===== src/rtl/encrypt_pkg.sv =====
// Shared constants, stage-1 pipeline record and modular helpers for the
// rotate-and-encode stage of the encrypt shift pipe.
package encrypt_pkg;

    localparam int         ALPHA_N       = 26;
    localparam logic [7:0] ASCII_UPPER_A = 8'd65;
    localparam logic [7:0] ASCII_LOW_A   = 8'd97;
    localparam logic [7:0] ASCII_ERR     = 8'h3F;

    // Stage-1 record: rotated letter vector plus raw byte for pass-through.
    typedef struct packed {
        logic        valid;
        logic        upper;
        logic        low;
        logic        err;
        logic [25:0] onehot;
        logic [7:0]  raw;
    } stage1_t;

    // Add two residues in 0..25 and return the sum modulo 26.
    function automatic logic [4:0] mod26_add(input logic [4:0] a, input logic [4:0] b);
        logic [5:0] sum_v;
        sum_v = {1'b0, a} + {1'b0, b};
        if (sum_v >= 6'(ALPHA_N)) begin
            return 5'(sum_v - 6'(ALPHA_N));
        end else begin
            return sum_v[4:0];
        end
    endfunction

    // True when exactly one bit of a 26-bit letter vector is set.
    function automatic logic is_onehot26(input logic [25:0] v);
        return (v != 26'd0) && ((v & (v - 26'd1)) == 26'd0);
    endfunction

endpackage


===== src/rtl/encrypt_onehot_enc.sv =====
// Combinational 26-to-5 one-hot encoder. The index is the OR of the
// positions of all set bits, so it is only meaningful when onehot_ok is 1.
module encrypt_onehot_enc
    import encrypt_pkg::*;
(
    input  logic [25:0] onehot,
    output logic [4:0]  idx,
    output logic        onehot_ok
);

    logic [4:0] idx_s;

    // OR together the bit positions of every set bit.
    always_comb begin
        idx_s = 5'd0;
        for (int i = 0; i < ALPHA_N; i++) begin
            idx_s = idx_s | (onehot[i] ? 5'(i) : 5'd0);
        end
    end

    assign idx       = idx_s;
    assign onehot_ok = is_onehot26(onehot);

endmodule


===== src/rtl/encrypt_pipe_shift_rot.sv =====
// Rotate-and-encode stage: Caesar-rotates the one-hot letter vector from the
// compare stage by a registered key (fixed or progressive, either direction)
// and re-encodes it to ASCII. Two register stages, no back-pressure.
module encrypt_pipe_shift_rot
    import encrypt_pkg::*;
#(
    parameter int KEY_W = 5
) (
    input  logic             clk,
    input  logic             rst,
    input  logic             en_in,
    input  logic             is_alpha_upper_case_in,
    input  logic             is_alpha_low_case_in,
    input  logic [25:0]      extended_shift_data_in,
    input  logic             dir,
    input  logic             key_load,
    input  logic [KEY_W-1:0] key_in,
    input  logic             prog,
    output logic             en_out,
    output logic [7:0]       dout,
    output logic             onehot_err_out
);

    logic [KEY_W-1:0] key_red_s;
    logic [4:0]       key_r;
    logic [4:0]       ofs_r;
    logic             one_flag_s;
    logic             both_flag_s;
    logic             vec_ok_s;
    logic             alpha_ok_s;
    logic             adv_s;
    logic [4:0]       k_s;
    logic [4:0]       rot_s;
    logic [25:0]      rot_opts_s [32];
    logic [25:0]      rotated_s;
    stage1_t          s1_next_s;
    stage1_t          s1_r;
    logic [4:0]       idx_s;
    logic             oh_ok_s;
    logic [7:0]       dout_next_s;
    logic             err_next_s;
    logic             en_out_r;
    logic [7:0]       dout_r;
    logic             err_r;

    // ---------------------------------------------------------------
    // Key and offset
    // ---------------------------------------------------------------
    assign one_flag_s  = is_alpha_upper_case_in ^ is_alpha_low_case_in;
    assign both_flag_s = is_alpha_upper_case_in & is_alpha_low_case_in;
    assign vec_ok_s    = is_onehot26(extended_shift_data_in);
    assign alpha_ok_s  = one_flag_s & vec_ok_s;
    // Only well-formed letters advance the progressive offset; malformed
    // characters leave the keystream where it was.
    assign adv_s       = prog & en_in & alpha_ok_s;

    // Fold an out-of-range key back into 0..25 before it is stored.
    always_comb begin
        key_red_s = key_in;
        if (key_in >= KEY_W'(ALPHA_N)) begin
            key_red_s = key_in - KEY_W'(ALPHA_N);
        end else begin
            key_red_s = key_in;
        end
    end

    // Key register: loaded on key_load, otherwise held.
    always_ff @(posedge clk or posedge rst) begin
        if (rst) begin
            key_r <= 5'd0;
        end else if (key_load) begin
            key_r <= key_red_s[4:0];
        end
    end

    // Progressive offset: cleared by a key load, which beats an advance.
    always_ff @(posedge clk or posedge rst) begin
        if (rst) begin
            ofs_r <= 5'd0;
        end else if (key_load) begin
            ofs_r <= 5'd0;
        end else if (adv_s) begin
            ofs_r <= mod26_add(ofs_r, 5'd1);
        end
    end

    // ---------------------------------------------------------------
    // Stage 1: rotate
    // ---------------------------------------------------------------
    assign k_s = mod26_add(key_r, ofs_r);

    // Decrypt rotates by the additive inverse of the effective key.
    always_comb begin
        rot_s = k_s;
        if (dir) begin
            rot_s = (k_s == 5'd0) ? 5'd0 : (5'(ALPHA_N) - k_s);
        end else begin
            rot_s = k_s;
        end
    end

    // Every left rotation of the 26-bit vector; selectors 26..31 alias
    // back onto 0..5 so the mux has no undefined legs.
    for (genvar r = 0; r < 32; r++) begin : g_rot
        localparam int SH = r % 26;
        assign rot_opts_s[r] = (extended_shift_data_in << SH)
                             | (extended_shift_data_in >> (26 - SH));
    end

    assign rotated_s = rot_opts_s[rot_s];

    // Assemble the stage-1 record from the current inputs.
    always_comb begin
        s1_next_s        = '0;
        s1_next_s.valid  = en_in;
        s1_next_s.upper  = is_alpha_upper_case_in;
        s1_next_s.low    = is_alpha_low_case_in;
        s1_next_s.err    = en_in & (both_flag_s | (one_flag_s & ~vec_ok_s));
        s1_next_s.onehot = rotated_s;
        s1_next_s.raw    = extended_shift_data_in[7:0];
    end

    // Stage-1 register: control always tracks en_in, data only on valid.
    always_ff @(posedge clk or posedge rst) begin
        if (rst) begin
            s1_r <= '0;
        end else begin
            s1_r.valid <= s1_next_s.valid;
            s1_r.err   <= s1_next_s.err;
            if (en_in) begin
                s1_r.upper  <= s1_next_s.upper;
                s1_r.low    <= s1_next_s.low;
                s1_r.onehot <= s1_next_s.onehot;
                s1_r.raw    <= s1_next_s.raw;
            end
        end
    end

    // ---------------------------------------------------------------
    // Stage 2: encode
    // ---------------------------------------------------------------
    encrypt_onehot_enc u_enc (
        .onehot    (s1_r.onehot),
        .idx       (idx_s),
        .onehot_ok (oh_ok_s)
    );

    // Map the rotated letter back to ASCII, or pass the raw byte through.
    always_comb begin
        dout_next_s = ASCII_ERR;
        err_next_s  = 1'b1;
        case ({s1_r.upper, s1_r.low})
            2'b10: begin
                if (s1_r.err || !oh_ok_s) begin
                    dout_next_s = ASCII_ERR;
                    err_next_s  = 1'b1;
                end else begin
                    dout_next_s = ASCII_UPPER_A + {3'b000, idx_s};
                    err_next_s  = 1'b0;
                end
            end
            2'b01: begin
                if (s1_r.err || !oh_ok_s) begin
                    dout_next_s = ASCII_ERR;
                    err_next_s  = 1'b1;
                end else begin
                    dout_next_s = ASCII_LOW_A + {3'b000, idx_s};
                    err_next_s  = 1'b0;
                end
            end
            2'b00: begin
                dout_next_s = s1_r.raw;
                err_next_s  = 1'b0;
            end
            default: begin
                dout_next_s = ASCII_ERR;
                err_next_s  = 1'b1;
            end
        endcase
    end

    // Output register: error flag is qualified by valid so it is 0 when idle.
    always_ff @(posedge clk or posedge rst) begin
        if (rst) begin
            en_out_r <= 1'b0;
            dout_r   <= 8'd0;
            err_r    <= 1'b0;
        end else begin
            en_out_r <= s1_r.valid;
            err_r    <= s1_r.valid & err_next_s;
            if (s1_r.valid) begin
                dout_r <= dout_next_s;
            end
        end
    end

    assign en_out         = en_out_r;
    assign dout           = dout_r;
    assign onehot_err_out = err_r;

endmodule


===== config.mk =====
export PLATFORM = sky130hd
export DESIGN_NAME = encrypt_pipe_shift_rot
export DESIGN_NICKNAME = d
export VERILOG_FILES = /design/src/rtl/encrypt_pkg.sv /design/src/rtl/encrypt_onehot_enc.sv /design/src/rtl/encrypt_pipe_shift_rot.sv
export SDC_FILE = /design/constraint.sdc
export NUM_CORES = 1
export LEC_CHECK = 0
export ABC_CLOCK_PERIOD_IN_PS = 5900
export BUFFER_PORTS_ARGS = -buffer_cell sky130_fd_sc_hd__buf_2
export CAP_MARGIN = 30
export CELL_PAD_IN_SITES_DETAIL_PLACEMENT = 1
export CELL_PAD_IN_SITES_GLOBAL_PLACEMENT = 1
export CORE_ASPECT_RATIO = 0.9
export CORE_MARGIN = 2
export CORE_UTILIZATION = 45
export DETAILED_ROUTE_END_ITERATION = 10
export PLACE_DENSITY_LB_ADDON = 0.1
export SETUP_SLACK_MARGIN = 0.02
export SYNTH_ARGS = -nofsm -noshare
export SYNTH_HDL_FRONTEND = slang
export SYNTH_SLANG_ARGS = --single-unit
export TNS_END_PERCENT = 50

===== constraint.sdc =====
create_clock -name clk -period 5.9 [get_ports clk]
set_input_delay 0.885 -clock clk [delete_from_list [all_inputs] [get_ports clk]]
set_output_delay 0.885 -clock clk [all_outputs]
set_load 0.02 [all_outputs]

# Word level (Yosys, flattened, before mapping)
# Index checks and enable logic that the tools add are counted.
dict set report op_classes {
  shifts 0
  n_eq_ne 2
  order_cmp 4
  n_reduce_logical 12
  n_mul 0
  addsub 10
  div 0
  muxes 40
  n_bitwise 62
}
# op count
set op_table {}
lappend op_table {{$bmux W26 S5} 1}
lappend op_table {{$or A5 B5 Y5} 24}
lappend op_table {{$mux W5} 17}
lappend op_table {{$and A26 B26 Y26} 2}
lappend op_table {{$logic_not A26 Y1} 2}
lappend op_table {{$mux W26} 2}
lappend op_table {{$reduce_bool A26 Y1} 2}
lappend op_table {{$sub A26 B1 Y26 const B} 2}
lappend op_table {{$mux W4} 8}
lappend op_table {{$or A26 B1 Y26} 1}
lappend op_table {{$or A26 B10 Y26} 1}
lappend op_table {{$or A26 B11 Y26} 1}
lappend op_table {{$or A26 B12 Y26} 1}
lappend op_table {{$or A26 B13 Y26} 1}
lappend op_table {{$or A26 B14 Y26} 1}
lappend op_table {{$or A26 B15 Y26} 1}
lappend op_table {{$or A26 B16 Y26} 1}
lappend op_table {{$or A26 B17 Y26} 1}
lappend op_table {{$or A26 B18 Y26} 1}
lappend op_table {{$or A26 B19 Y26} 1}
lappend op_table {{$or A26 B2 Y26} 1}
lappend op_table {{$or A26 B20 Y26} 1}
lappend op_table {{$or A26 B21 Y26} 1}
lappend op_table {{$or A26 B22 Y26} 1}
lappend op_table {{other kinds (38)} 55}
dict set report word_totals {
  wordCells 141
  n_memories 0
  romBits 0
  input_bits 39
  latch_bits 0
  regBits 58
  mem_bits_rw 0
  out_inout_bits 10
}

# Depth between registers and ports, before layout
dict set report logic_depth {
  word_depth 28
  mapped_depth 16
}

# By module
# From an unflattened synthesis, not the netlist that was laid out.
dict set report unflattened {
  hier_cells 582
  hier_area_um2 5740.5
}
# module seq_area_each_um2 cells_per_inst area_per_inst_um2 n_inst
set modules_own_cells {}
lappend modules_own_cells {encrypt_pipe_shift_rot 1451.4 520 5316.3 1}
lappend modules_own_cells {encrypt_onehot_enc 0.0 62 424.2 1}

# Least setup slack after synthesis
# Ideal clock, no wire load.
dict set report synth_timing {
  kind {register to register}
  start {reg ofs_r[0]}
  end {reg s1_r[33] (netlist name)}
  path_stages_with_launch 16
  path_slack_ps 1767
  setup_ps 142
  t_required_ps 5758
  arrival_time_ps 3991
  n_path_buf 0
  path_cell_list {dfrtp_1 > ha_1 > fa_1 > xnor2_1 > a221oi_1 > o22a_1 > a221o_1 > or2_1 > ha_1 > nand2_1 > o31ai_1 > a41oi_4 > mux4_2 > mux2i_1 > mux2_4 > o221ai_2}
}
dict set report synth_via {
  elab_chain_cells 10
}
# item line_no
set synth_lines {}
lappend synth_lines {{start: declaration} encrypt_pipe_shift_rot.sv:26} ;# logic [4:0] ofs_r;
lappend synth_lines {{start signal: assignment} encrypt_pipe_shift_rot.sv:83} ;# ofs_r <= mod26_add(ofs_r, 5'd1);
lappend synth_lines {{$add A5 B5 Y6 (*)} encrypt_pkg.sv:23} ;# sum_v = {1'b0, a} + {1'b0, b};
lappend synth_lines {{$sub A5 B5 Y5 or $ge A6 B5 Y1 (tied branches)} {encrypt_pkg.sv:25, encrypt_pkg.sv:24}}
lappend synth_lines {{$mux W5 (*)} encrypt_pkg.sv:24} ;# if (sum_v >= 6'(ALPHA_N)) begin
lappend synth_lines {{$sub A5 B5 Y5 or $logic_not A5 Y1 (tied branches)} encrypt_pipe_shift_rot.sv:96} ;# rot_s = (k_s == 5'd0) ? 5'd0 : (5'(ALPHA_N) - k_s);
lappend synth_lines {{$mux W5} encrypt_pipe_shift_rot.sv:96}
lappend synth_lines {{$mux W5 (*)} encrypt_pipe_shift_rot.sv:95} ;# if (dir) begin
lappend synth_lines {{$not A5 Y6 (implied by the code) (*)} encrypt_pipe_shift_rot.sv:110} ;# assign rotated_s = rot_opts_s[rot_s];
lappend synth_lines {{$bmux W26 S5 (*)} encrypt_pipe_shift_rot.sv:110}
lappend synth_lines {{$mux W26 (implied by the code) (*) (2 in series)} encrypt_pipe_shift_rot.sv:110}
# Every way passes the cells marked *; elsewhere a longest branch is shown, timed or not. The select of a mux whose other input is x is not followed.
# A chain may end at the register's enable or synchronous reset.

# Worst setup path in the final report
dict set report layout_timing {
  start {reg ofs_r[0]}
  end {reg s1_r[21] (netlist name)}
}
dict set report layout_via {
  elab_chain_cells 10
}
# item line_no
set layout_lines {}
lappend layout_lines {{$add A5 B5 Y6 (*)} encrypt_pkg.sv:23}
lappend layout_lines {{$sub A5 B5 Y5 or $ge A6 B5 Y1 (tied branches)} {encrypt_pkg.sv:25, encrypt_pkg.sv:24}}
lappend layout_lines {{$mux W5 (*)} encrypt_pkg.sv:24}
lappend layout_lines {{$sub A5 B5 Y5 or $logic_not A5 Y1 (tied branches)} encrypt_pipe_shift_rot.sv:96}
lappend layout_lines {{$mux W5} encrypt_pipe_shift_rot.sv:96}
lappend layout_lines {{$mux W5 (*)} encrypt_pipe_shift_rot.sv:95}
lappend layout_lines {{$not A5 Y6 (implied by the code) (*)} encrypt_pipe_shift_rot.sv:110}
lappend layout_lines {{$bmux W26 S5 (*)} encrypt_pipe_shift_rot.sv:110}
lappend layout_lines {{$mux W26 (implied by the code) (*) (2 in series)} encrypt_pipe_shift_rot.sv:110}
# Marked as above.

==> results_dict.tcl <==
set metrics [dict create \
    worst_slack_ns 0.793 \
    overflow 0 \
    post_drt_via_cell_ratio 6.37 \
    yosys_warnings 0 \
    cp_common_cell "ha_1" \
    dp.final_hpwl_mm 11.9 \
    drc 0 \
    yosys.area.top_type "dfrtp_1" \
    synthArstFlopShare_pct 100 \
    postCtsSetupBuffers 0 \
    clk_pin_slew_ns 0.06 \
    wl_mm 16.0 \
    slew_headroom_pct 37.0 \
    die_h_um 108 \
    crit_path_end "s1_r[21]" \
    cts.sinks 58 \
    grt_pass1_wl_mm 26.6 \
    place.gp.congestion 0.880 \
    layout-drive-gt1-share_pct 28.2 \
    status "complete, no violations" \
    crit_start "ofs_r[0]" \
    clk_latency_ns 0.34 \
    ant_nets 0 \
    cts_htree_levels 3 \
    r2r_cells 15 \
    diodes 0 \
    antenna_found_initial 0 \
    holdBufCountCts 0 \
    via_count 4680 \
    core_area_sq_um 11900 \
    pre_cts_ws_ns 0.834 \
    grt_use_total_pct 26.3 \
    fin_setup_tns_ns 0 \
    report.final.hold_viol_count 0 \
    maxSlewViolCount 0 \
    syn_area_sq_um 5430 \
    tightest_slew_ns 0.942 \
    placed_area_sq_um 5810 \
    max_freq_ghz 0.196 \
    finalCriticalPeriod_ns 5.11 \
    slowest_stage "a41oi_4" \
    crit_chain "ha_1 -> fa_1 -> xnor2_1 -> a221oi_1 -> o22a_1 -> a221o_1 -> or2_1 -> ha_1 -> nand2_1 -> o31ai_1 -> a41oi_4 -> mux4_2 -> mux2i_1 -> mux2_4 -> o221ai_2" \
    finalSetupViolCount 0 \
    critical_path_arrival_ns 5.30 \
    numPortBuffers 48 \
    min_from "s1_r[0]" \
    finalNetCount 627 \
    root_buffer "clkbuf_16" \
    synth_ff_type "dfrtp_1" \
    worstHoldPathType "register to register" \
    cp.depth 15 \
    yosysSeqAreaShare_pct 26.7 \
    cp-start-kind "register" \
    synth_edf_count 0 \
    crit_type "register to register" \
    synth_top_area_share_pct 26.7 \
    cts_tree "built" \
    drtIter0Drc 225 \
    yosys.cell_count.top_type "dfrtp_1" \
    synthTopCellsByCount "dfrtp_1, nor2_1, mux2_2" \
    r2r-end "s1_r[21]" \
    r2r_setup_slack_ns 0.79 \
    clock_skew_ns 0.00714 \
    syn_to_final_growth_pct 13.6 \
    cp_max_fo 26 \
    io_pins 49 \
    synth.area.top_cells "dfrtp_1, mux4_2, mux2_2, mux2i_1, ha_1" \
    firstDrtPassIters 5 \
    row_count 38 \
    leakagePower_nw 2.49 \
    postSynthAreaPerCell_sq_um 10.3 \
    powerDensity_nw_per_um2 373 \
    critPathMaxStageDelay_ns 0.78 \
    cap_violations 0 \
    cts_resized 0 \
    die_x_um 120 \
    stdcell_area_sq_um 6170 \
    required_ns 6.10 \
    cts_buffers 9 \
    grt_pass1_vias 4932 \
    end_kind "register" \
    wire_per_inst_um 21.7 \
    start_util_pct 45.5 \
    ys_ff_latch 58 \
    yosys.cell_types.count 79 \
    rsz0062_at_grt "no" \
    timing.rr.start "ofs_r[0]" \
    timing.final.crit_share_pct 86.6 \
    syn_nets 586 \
    vdd_drop_max_uv 185 \
    crit_family "compound AO/OA/AOI/OAI gates" \
    synthCells 529 \
    grt_max_degree 59 \
    cp_num_buf_inv 0 \
    clk_path_buf_depth 2 \
    die-area_sq_um 13000 \
]
state kept, by name (all words and copies together) (netlist names):
signal          cells
ofs_r               5
onehot_err_out      1
dout                8
key_r               5
en_out              1
s1_r               38
kinds of logic after synthesis:
group	share of synthesized area [%]
AOI/OAI and AO/OA	20.5
xor gates and xnor gates	1.61
adders and majority gates	5.21
buffers and inverters	4.33
DFF	26.7
muxes	25.3
and+or+nand+nor	16.4
layout by cell type (no fill, tap or decap), types with 7 or more instances in the layout:
master | synthesis | routed
nor2_1 | 39 | 39
o221ai_1 | 12 | 12
nand3_1 | 8 | 8
o221ai_2 | 14 | 14
nand2b_1 | 30 | 30
a211oi_1 | 11 | 11
mux4_2 | 22 | 22
mux2_4 | 8 | 8
dfrtp_1 | 58 | 58
o21ai_0 | 18 | 18
nand2_1 | 14 | 14
buf_2 | 2 | 48
clkbuf_16 | 0 | 9
inv_1 | 20 | 19
mux2_2 | 31 | 31
o21a_1 | 7 | 7
mux2i_1 | 29 | 29
a21oi_1 | 29 | 28
ha_1 | 17 | 17
nor4_1 | 10 | 10
nor3_1 | 13 | 13
xnor2_1 | 7 | 7
layer usage:
layer  vias up  routed length (um)  global-route usage (%)
met5         -                   0                       0
met4         0                 309                    7.06
met3        25                 812                    6.59
met2       130                7860                    45.2
met1      2354                6990                    33.3
li1       2171                   -                       -
where the power goes:
part	leakage [nW]	switching, mW	internal [mW]
registers	0.705	0.169	0.506
clock network	0.163	0.195	0.414
logic	1.62	0.538	0.481
total	2.49	0.901	1.40
area by class of cell:
cell class                      instances  area (sq um)
Sequential cell                        58          1450
Clock inverter                          6           115
Fill cell                            1321          5760
Tap cell                              160           200
Multi-Input combinational cell        426          3760
Inverter                               20          75.1
Timing Repair Buffer                   55           345
Clock buffer                           10           229
worst min-delay path by stage:
stage / to / slack [ns] / cells after the start
3_3_place_gp: dout[6] / 0.49 / 1
5_1_grt: s1_r[7] / 0.53 / 1
3_5_place_dp: s1_r[7] / 0.50 / 1
4_1_cts: s1_r[7] / 0.52 / 1
6_report: s1_r[0] / 0.52 / 1
2_1_floorplan: en_out / 0.35 / 0
stage by stage:
step | hold slack (ns) | util [%] | power, mW | std cells
6_report | 0.517 | 51.7 | 2.30 | 735
3_3_place_gp | 0.489 | 48.2 | 1.62 | 716
3_5_place_dp | 0.502 | 48.7 | 1.68 | 718
5_1_grt | 0.530 | 51.7 | 2.45 | 735
2_1_floorplan | 0.352 | - | 1.41 | 529
4_1_cts | 0.517 | 51.6 | 2.31 | 734
Power figures use the tool's default switching activity.
